--- src/rtl/fire_sequencer_if.sv ---
// rtl/fire_sequencer_if.sv - request/status and PWM-facing signal bundle for fire_sequencer
interface fire_sequencer_if;
   logic        fire_req;
   logic        abort;
   logic [31:0] target_angle;
   logic [31:0] target_velocity;
   logic [31:0] angle_out;
   logic [31:0] velocity_out;
   logic        shoot_enable;
   logic        fire_ack;
   logic        done;
   logic        aborted;
   logic        busy;
   logic [2:0]  state;

   modport master (
      output fire_req, abort, target_angle, target_velocity,
      input  angle_out, velocity_out, shoot_enable, fire_ack, done, aborted, busy, state
   );

   modport slave (
      input  fire_req, abort, target_angle, target_velocity,
      output angle_out, velocity_out, shoot_enable, fire_ack, done, aborted, busy, state
   );
endinterface

--- src/rtl/fire_sequencer.sv ---
// rtl/fire_sequencer.sv - turret fire sequencer: aim, spin up, fire, cool down
module fire_sequencer #(
   parameter int unsigned SETTLE_CYCLES   = 25000000,
   parameter int unsigned SPINUP_CYCLES   = 50000000,
   parameter int unsigned FIRE_CYCLES     = 25000000,
   parameter int unsigned COOLDOWN_CYCLES = 50000000
) (
   input  logic            clock,
   input  logic            reset_n,
   fire_sequencer_if.slave bus
);

   typedef enum logic [2:0] {
      S_IDLE     = 3'd0,
      S_AIM      = 3'd1,
      S_SPINUP   = 3'd2,
      S_FIRE     = 3'd3,
      S_COOLDOWN = 3'd4
   } state_t;

   // A zero-length phase still occupies one clock, so the last count is clamped at 0.
   localparam logic [31:0] SETTLE_LAST   = (SETTLE_CYCLES   == 0) ? 32'd0 : 32'(SETTLE_CYCLES   - 1);
   localparam logic [31:0] SPINUP_LAST   = (SPINUP_CYCLES   == 0) ? 32'd0 : 32'(SPINUP_CYCLES   - 1);
   localparam logic [31:0] FIRE_LAST     = (FIRE_CYCLES     == 0) ? 32'd0 : 32'(FIRE_CYCLES     - 1);
   localparam logic [31:0] COOLDOWN_LAST = (COOLDOWN_CYCLES == 0) ? 32'd0 : 32'(COOLDOWN_CYCLES - 1);

   state_t      state_q, state_d;
   logic [31:0] cnt_q, cnt_d;
   logic [31:0] angle_q, angle_d;
   logic [31:0] vel_latch_q, vel_latch_d;
   logic [31:0] vel_out_q, vel_out_d;
   logic        shoot_q, shoot_d;
   logic        ack_q, ack_d;
   logic        done_q, done_d;
   logic        aborted_q, aborted_d;
   logic        abort_seen_q, abort_seen_d;
   logic [31:0] phase_last;
   logic        phase_end;
   logic        abortable;

   always_comb begin
      phase_last = 32'd0;
      case (state_q)
         S_AIM:      phase_last = SETTLE_LAST;
         S_SPINUP:   phase_last = SPINUP_LAST;
         S_FIRE:     phase_last = FIRE_LAST;
         S_COOLDOWN: phase_last = COOLDOWN_LAST;
         default:    phase_last = 32'd0;
      endcase
   end

   assign phase_end = (cnt_q == phase_last);
   assign abortable = (state_q == S_AIM) || (state_q == S_SPINUP) || (state_q == S_FIRE);

   always_comb begin
      state_d      = state_q;
      cnt_d        = cnt_q + 32'd1;
      angle_d      = angle_q;
      vel_latch_d  = vel_latch_q;
      vel_out_d    = vel_out_q;
      shoot_d      = 1'b0;
      ack_d        = 1'b0;
      done_d       = 1'b0;
      aborted_d    = 1'b0;
      abort_seen_d = abort_seen_q;

      // Abort is checked ahead of the phase timers so it wins a same-edge timeout.
      if (abortable && bus.abort) begin
         state_d      = S_COOLDOWN;
         cnt_d        = 32'd0;
         vel_out_d    = 32'd0;
         aborted_d    = 1'b1;
         abort_seen_d = 1'b1;
      end else begin
         case (state_q)
            S_IDLE: begin
               cnt_d     = 32'd0;
               vel_out_d = 32'd0;
               if (bus.fire_req && !bus.abort) begin
                  state_d      = S_AIM;
                  angle_d      = bus.target_angle;
                  vel_latch_d  = bus.target_velocity;
                  ack_d        = 1'b1;
                  abort_seen_d = 1'b0;
               end
            end
            S_AIM: begin
               if (phase_end) begin
                  state_d   = S_SPINUP;
                  cnt_d     = 32'd0;
                  vel_out_d = vel_latch_q;
               end
            end
            S_SPINUP: begin
               if (phase_end) begin
                  state_d = S_FIRE;
                  cnt_d   = 32'd0;
                  shoot_d = 1'b1;
               end
            end
            S_FIRE: begin
               if (phase_end) begin
                  state_d   = S_COOLDOWN;
                  cnt_d     = 32'd0;
                  vel_out_d = 32'd0;
               end else begin
                  shoot_d = 1'b1;
               end
            end
            S_COOLDOWN: begin
               if (phase_end) begin
                  state_d = S_IDLE;
                  cnt_d   = 32'd0;
                  done_d  = !abort_seen_q;
               end
            end
            default: begin
               // Corrupted state code: fall back to a fully reset IDLE.
               state_d      = S_IDLE;
               cnt_d        = 32'd0;
               angle_d      = 32'd0;
               vel_latch_d  = 32'd0;
               vel_out_d    = 32'd0;
               abort_seen_d = 1'b0;
            end
         endcase
      end
   end

   always_ff @(posedge clock or negedge reset_n) begin
      if (!reset_n) begin
         state_q      <= S_IDLE;
         cnt_q        <= 32'd0;
         angle_q      <= 32'd0;
         vel_latch_q  <= 32'd0;
         vel_out_q    <= 32'd0;
         shoot_q      <= 1'b0;
         ack_q        <= 1'b0;
         done_q       <= 1'b0;
         aborted_q    <= 1'b0;
         abort_seen_q <= 1'b0;
      end else begin
         state_q      <= state_d;
         cnt_q        <= cnt_d;
         angle_q      <= angle_d;
         vel_latch_q  <= vel_latch_d;
         vel_out_q    <= vel_out_d;
         shoot_q      <= shoot_d;
         ack_q        <= ack_d;
         done_q       <= done_d;
         aborted_q    <= aborted_d;
         abort_seen_q <= abort_seen_d;
      end
   end

   assign bus.angle_out    = angle_q;
   assign bus.velocity_out = vel_out_q;
   assign bus.shoot_enable = shoot_q;
   assign bus.fire_ack     = ack_q;
   assign bus.done         = done_q;
   assign bus.aborted      = aborted_q;
   assign bus.busy         = (state_q != S_IDLE);
   assign bus.state        = state_q;

endmodule

--- src/flat_wrapper.sv ---
// flat-port wrapper written by rule: the top's interface ports become plain ports
module fire_sequencer_flat 
#(
   parameter int unsigned SETTLE_CYCLES   = 25000000,
   parameter int unsigned SPINUP_CYCLES   = 50000000,
   parameter int unsigned FIRE_CYCLES     = 25000000,
   parameter int unsigned COOLDOWN_CYCLES = 50000000
)
  (clock, reset_n, bus_fire_req, bus_abort, bus_target_angle, bus_target_velocity, bus_angle_out, bus_velocity_out, bus_shoot_enable, bus_fire_ack, bus_done, bus_aborted, bus_busy, bus_state);
  fire_sequencer_if bus_i ();
  input  logic clock;
  input  logic reset_n;
  input wire logic [$bits(bus_i.fire_req)-1:0] bus_fire_req;
  input wire logic [$bits(bus_i.abort)-1:0] bus_abort;
  input wire logic [$bits(bus_i.target_angle)-1:0] bus_target_angle;
  input wire logic [$bits(bus_i.target_velocity)-1:0] bus_target_velocity;
  output wire logic [$bits(bus_i.angle_out)-1:0] bus_angle_out;
  output wire logic [$bits(bus_i.velocity_out)-1:0] bus_velocity_out;
  output wire logic [$bits(bus_i.shoot_enable)-1:0] bus_shoot_enable;
  output wire logic [$bits(bus_i.fire_ack)-1:0] bus_fire_ack;
  output wire logic [$bits(bus_i.done)-1:0] bus_done;
  output wire logic [$bits(bus_i.aborted)-1:0] bus_aborted;
  output wire logic [$bits(bus_i.busy)-1:0] bus_busy;
  output wire logic [$bits(bus_i.state)-1:0] bus_state;
  assign bus_i.fire_req = bus_fire_req;
  assign bus_i.abort = bus_abort;
  assign bus_i.target_angle = bus_target_angle;
  assign bus_i.target_velocity = bus_target_velocity;
  assign bus_angle_out = bus_i.angle_out;
  assign bus_velocity_out = bus_i.velocity_out;
  assign bus_shoot_enable = bus_i.shoot_enable;
  assign bus_fire_ack = bus_i.fire_ack;
  assign bus_done = bus_i.done;
  assign bus_aborted = bus_i.aborted;
  assign bus_busy = bus_i.busy;
  assign bus_state = bus_i.state;
  fire_sequencer #(.SETTLE_CYCLES(SETTLE_CYCLES), .SPINUP_CYCLES(SPINUP_CYCLES), .FIRE_CYCLES(FIRE_CYCLES), .COOLDOWN_CYCLES(COOLDOWN_CYCLES)) u_core (.clock(clock), .reset_n(reset_n), .bus(bus_i));
endmodule
--- config.mk ---
export PLATFORM = sky130hd
export DESIGN_NAME = fire_sequencer_flat
export DESIGN_NICKNAME = d
export VERILOG_FILES = /design/src/rtl/fire_sequencer_if.sv /design/src/rtl/fire_sequencer.sv /design/src/flat_wrapper.sv
export SDC_FILE = /design/constraint.sdc
export NUM_CORES = 1
export LEC_CHECK = 0
export CORE_UTILIZATION = 44
export DETAILED_ROUTE_END_ITERATION = 8
export PLACE_DENSITY = 0.86
export SETUP_SLACK_MARGIN = 0.05
export SLEW_MARGIN = 10
export SYNTH_ARGS = -nofsm -noshare
export SYNTH_HDL_FRONTEND = slang
export SYNTH_SLANG_ARGS = --single-unit
--- constraint.sdc ---
create_clock -name clock -period 2.18 [get_ports clock]
set_input_delay 0.654 -clock clock [delete_from_list [all_inputs] [get_ports clock]]
set_output_delay 0.654 -clock clock [all_outputs]
set_load 0.01 [all_outputs]
==> impl_results.md <==
* Post-DR wirelength/cell at 22.50 um
* RSZ-0062 raised after global routing: true
* Cts hold-fix bufs at 0
* Number of nets in the layout at 729
* Total wire length at 18920 um
* Placed cell area at 0.007517 mm2
* CP Class: reg2reg
* First-pass GRT wire length at 25410 um
* CTS buffer count at 17
* Final hold vios at 0
* Fin Clk Skew at 8.866 ps
* Initial antenna violation count at 0
* Fin. max-slew vios at 0
* Max-cap violations at 0
* Critical Path AT at 2830 ps
* Warnings, synthesis at 0
* Die Span Y at 114.6 um
* Initial DRC Count at 506
* Clock buffer depth at 2
* Antenna fix cells at 0
* # rows at 40
* Start point of the critical path: u_core.bus.state[2]
* Post-detail-place hpwl at 9981 um
* Starting Density at 45.71%
* Pwr dens at 1237 mW/mm2
* Post-synthesis register bit count at 136
* Total power draw at 10540 uW
* Max_slew headroom at 55.76%
* Transition time of the tightest slew-check pin at 658.5 ps
* First-pass detailed-route iteration total at 5
* Seq/Total Area, Yosys at 60.97%
* Area delta synth->final at 52.57%
* Launching point of the worst reg2reg path: u_core.bus.state[2]
* Syn Nets at 534
* Static leakage at 0.003815 uW
* Clock Pin Slew Worst Setup and Hold Paths at 60 ps
* Worst skew pair latency at 420 ps
* Vias in the first global route at 4885
* Share of post-route cells with drive strength above 1 at 19.76%
* Vias per Instance at 6.004
* Die area at 0.01314 mm2
* Commonest non-fill, non-tap cell in the layout: dfrtp_1
* Synth Flop Type: dfrtp_1
* Buffers added on ports at 139
* TritonCTS clock tree: built
* Post-layout min period at 2481 ps
* Design Area, Final at 0.008516 mm2
* Largest net degree at the start of global routing at 89
* Most frequent cells in the layout: 135 x dfrtp_1, 134 x clkdlybuf4s50_1, 88 x a22o_1
* Floorplan Core Area at 0.01221 mm2
* Worst Setup Start Kind: flip-flop
* Fin crit share at 113.8%
* Worst hold slack at 223.9 ps
* Htree depth at 4
* Synth cell types at 44
* CP max FO at 8
* Worst vdd ir at 0.8696 mV
* Final Wtd Congestion at 0.8234
* Final Setup Violations at 68
* Post-Synthesis Cells at 465
* Remaining Overflow, GRT at 0
* EDFF count, synth at 0
* Status: finished with violations
* Mapped Area at 0.005582 mm2
* Root buf cell: clkbuf_16
* Crit. End Element: flip-flop
* Async set-or-reset flop fraction in the synthesized netlist at 100.0%
* Die Width at 114.6 um
* DR DRC count at 0
* Sink Count at 136
* Hold WC Path Type: in2async
* Worst setup margin at -300.8 ps
* Ports at 140
* Req. time, crit path at 2530 ps
* Failing checks: setup timing
* Fin Setup TNS at -12670 ps
* Overall Global Routing Usage at 25.39%
* Remaining antenna violation count at 0
* Fmax at 403.1 MHz
* Via Count at 5049
* Syn_area_per_cell at 12.00 um2
==> worst max-delay path, stage by stage (launching register included) <==
cell	delay, ps
dfrtp_2	430
buf_6	130
nor3_4	250
nor2_4	90
a2111oi_4	450
nand4b_4	200
nor4_4	320
buf_6	190
clkbuf_16	160
a22o_1	170
==> repair_timing <==
item | 4_1_cts | 5_1_grt
cloned | 1 | 5
pin swaps | 2 | 27
setup endpoints to repair | 43 | 70
resized for setup | 15 | 27
buffers inserted | 7 | 7
==> Yosys cell counts (all sizes together), types with 5 or more instances <==
cell	number	area [um2]
clkbuf	20	75.07
o21ai	11	55.05
nand2	33	123.9
a21oi	5	25.02
xor2	15	131.4
a22o	89	779.5
nor4	6	52.55
nor3	7	46.30
xnor2	17	148.9
nor2	51	193.9
buf	8	65.06
and3	7	43.79
inv	6	22.52
dfrtp	136	3403
nand3	19	100.1
==> state kept, by name, summed over array words and instances, names as in the netlist <==
name	flops
u_core.bus.velocity_out	32
u_core.bus.angle_out	32
u_core.bus.aborted	1
u_core.cnt_q	32
u_core.bus.done	1
u_core.abort_seen_q	1
u_core.vel_latch_q	32
u_core.bus.fire_ack	1
u_core.bus.state	3
u_core.bus.shoot_enable	1
==> cells by family after synthesis <==
group	after synthesis	share of synthesized area (%)
buffers and inverters	34	2.914
AND/OR/NAND/NOR	141	12.69
AO/OA/AOI/OAI	118	17.64
XOR/XNOR	32	5.021
adder cells (fa/ha/maj)	1	0.2241
flip-flops	136	60.97
multiplexers	3	0.5380
==> metrics by stage <==
stage,setup WS [ps],util (%),std cells
after floorplan,-70.96,-,465
after global placement,-99.70,61.56,789
after detailed placement,-135.1,61.56,789
after CTS,-74.92,67.45,829
after global routing,-378.4,69.73,841
final,-300.8,69.73,841
==> routing by layer <==
layer | global-route usage (%) | up-vias | part of all wire [%] | wire, um
met1 | 29.00 | 2519 | 36 | 6837
li1 | - | 2071 | - | -
met4 | 10.48 | 0 | 4.9 | 924
met5 | 0 | - | 0 | 0
met3 | 5.876 | 94 | 6.7 | 1270
met2 | 45.70 | 365 | 52 | 9892
==> final timing paths <==
check / end / slack, ps / cells past startpoint
hold reg to reg: u_core.bus.done / 440 / 1
setup reg to reg: u_core.bus.velocity_out[21] / -300 / 9
setup / recovery: u_core.bus.velocity_out[21] / -300 / 9
max in group asynchronous: u_core.bus.state[2] / 1510 / 2
min in group clock: u_core.bus.done / 440 / 1
hold / removal: u_core.bus.velocity_out[28] / 220 / 2
==> final cells by class <==
| class | instances | area, um2 |
|---|---|---|
| Multi-Input combinational cell | 295 | 2172 |
| Inverter | 6 | 22.52 |
| Sequential cell | 136 | 3405 |
| Fill cell | 776 | 3696 |
| Clock inverter | 15 | 168.9 |
| Clock buffer | 17 | 425.4 |
| Tap cell | 168 | 210.2 |
| Timing Repair Buffer | 204 | 2112 |
==> power by group <==
group | switching, uW | total (uW) | internal (uW) | leakage [uW]
Clock | 1200 | 2910 | 1710 | 0.000288
Sequential | 408 | 3510 | 3100 | 0.00182
Combinational | 1950 | 4120 | 2170 | 0.00171
Total | 3560 | 10500 | 6980 | 0.00382
Power figures use the tool's default switching activity.
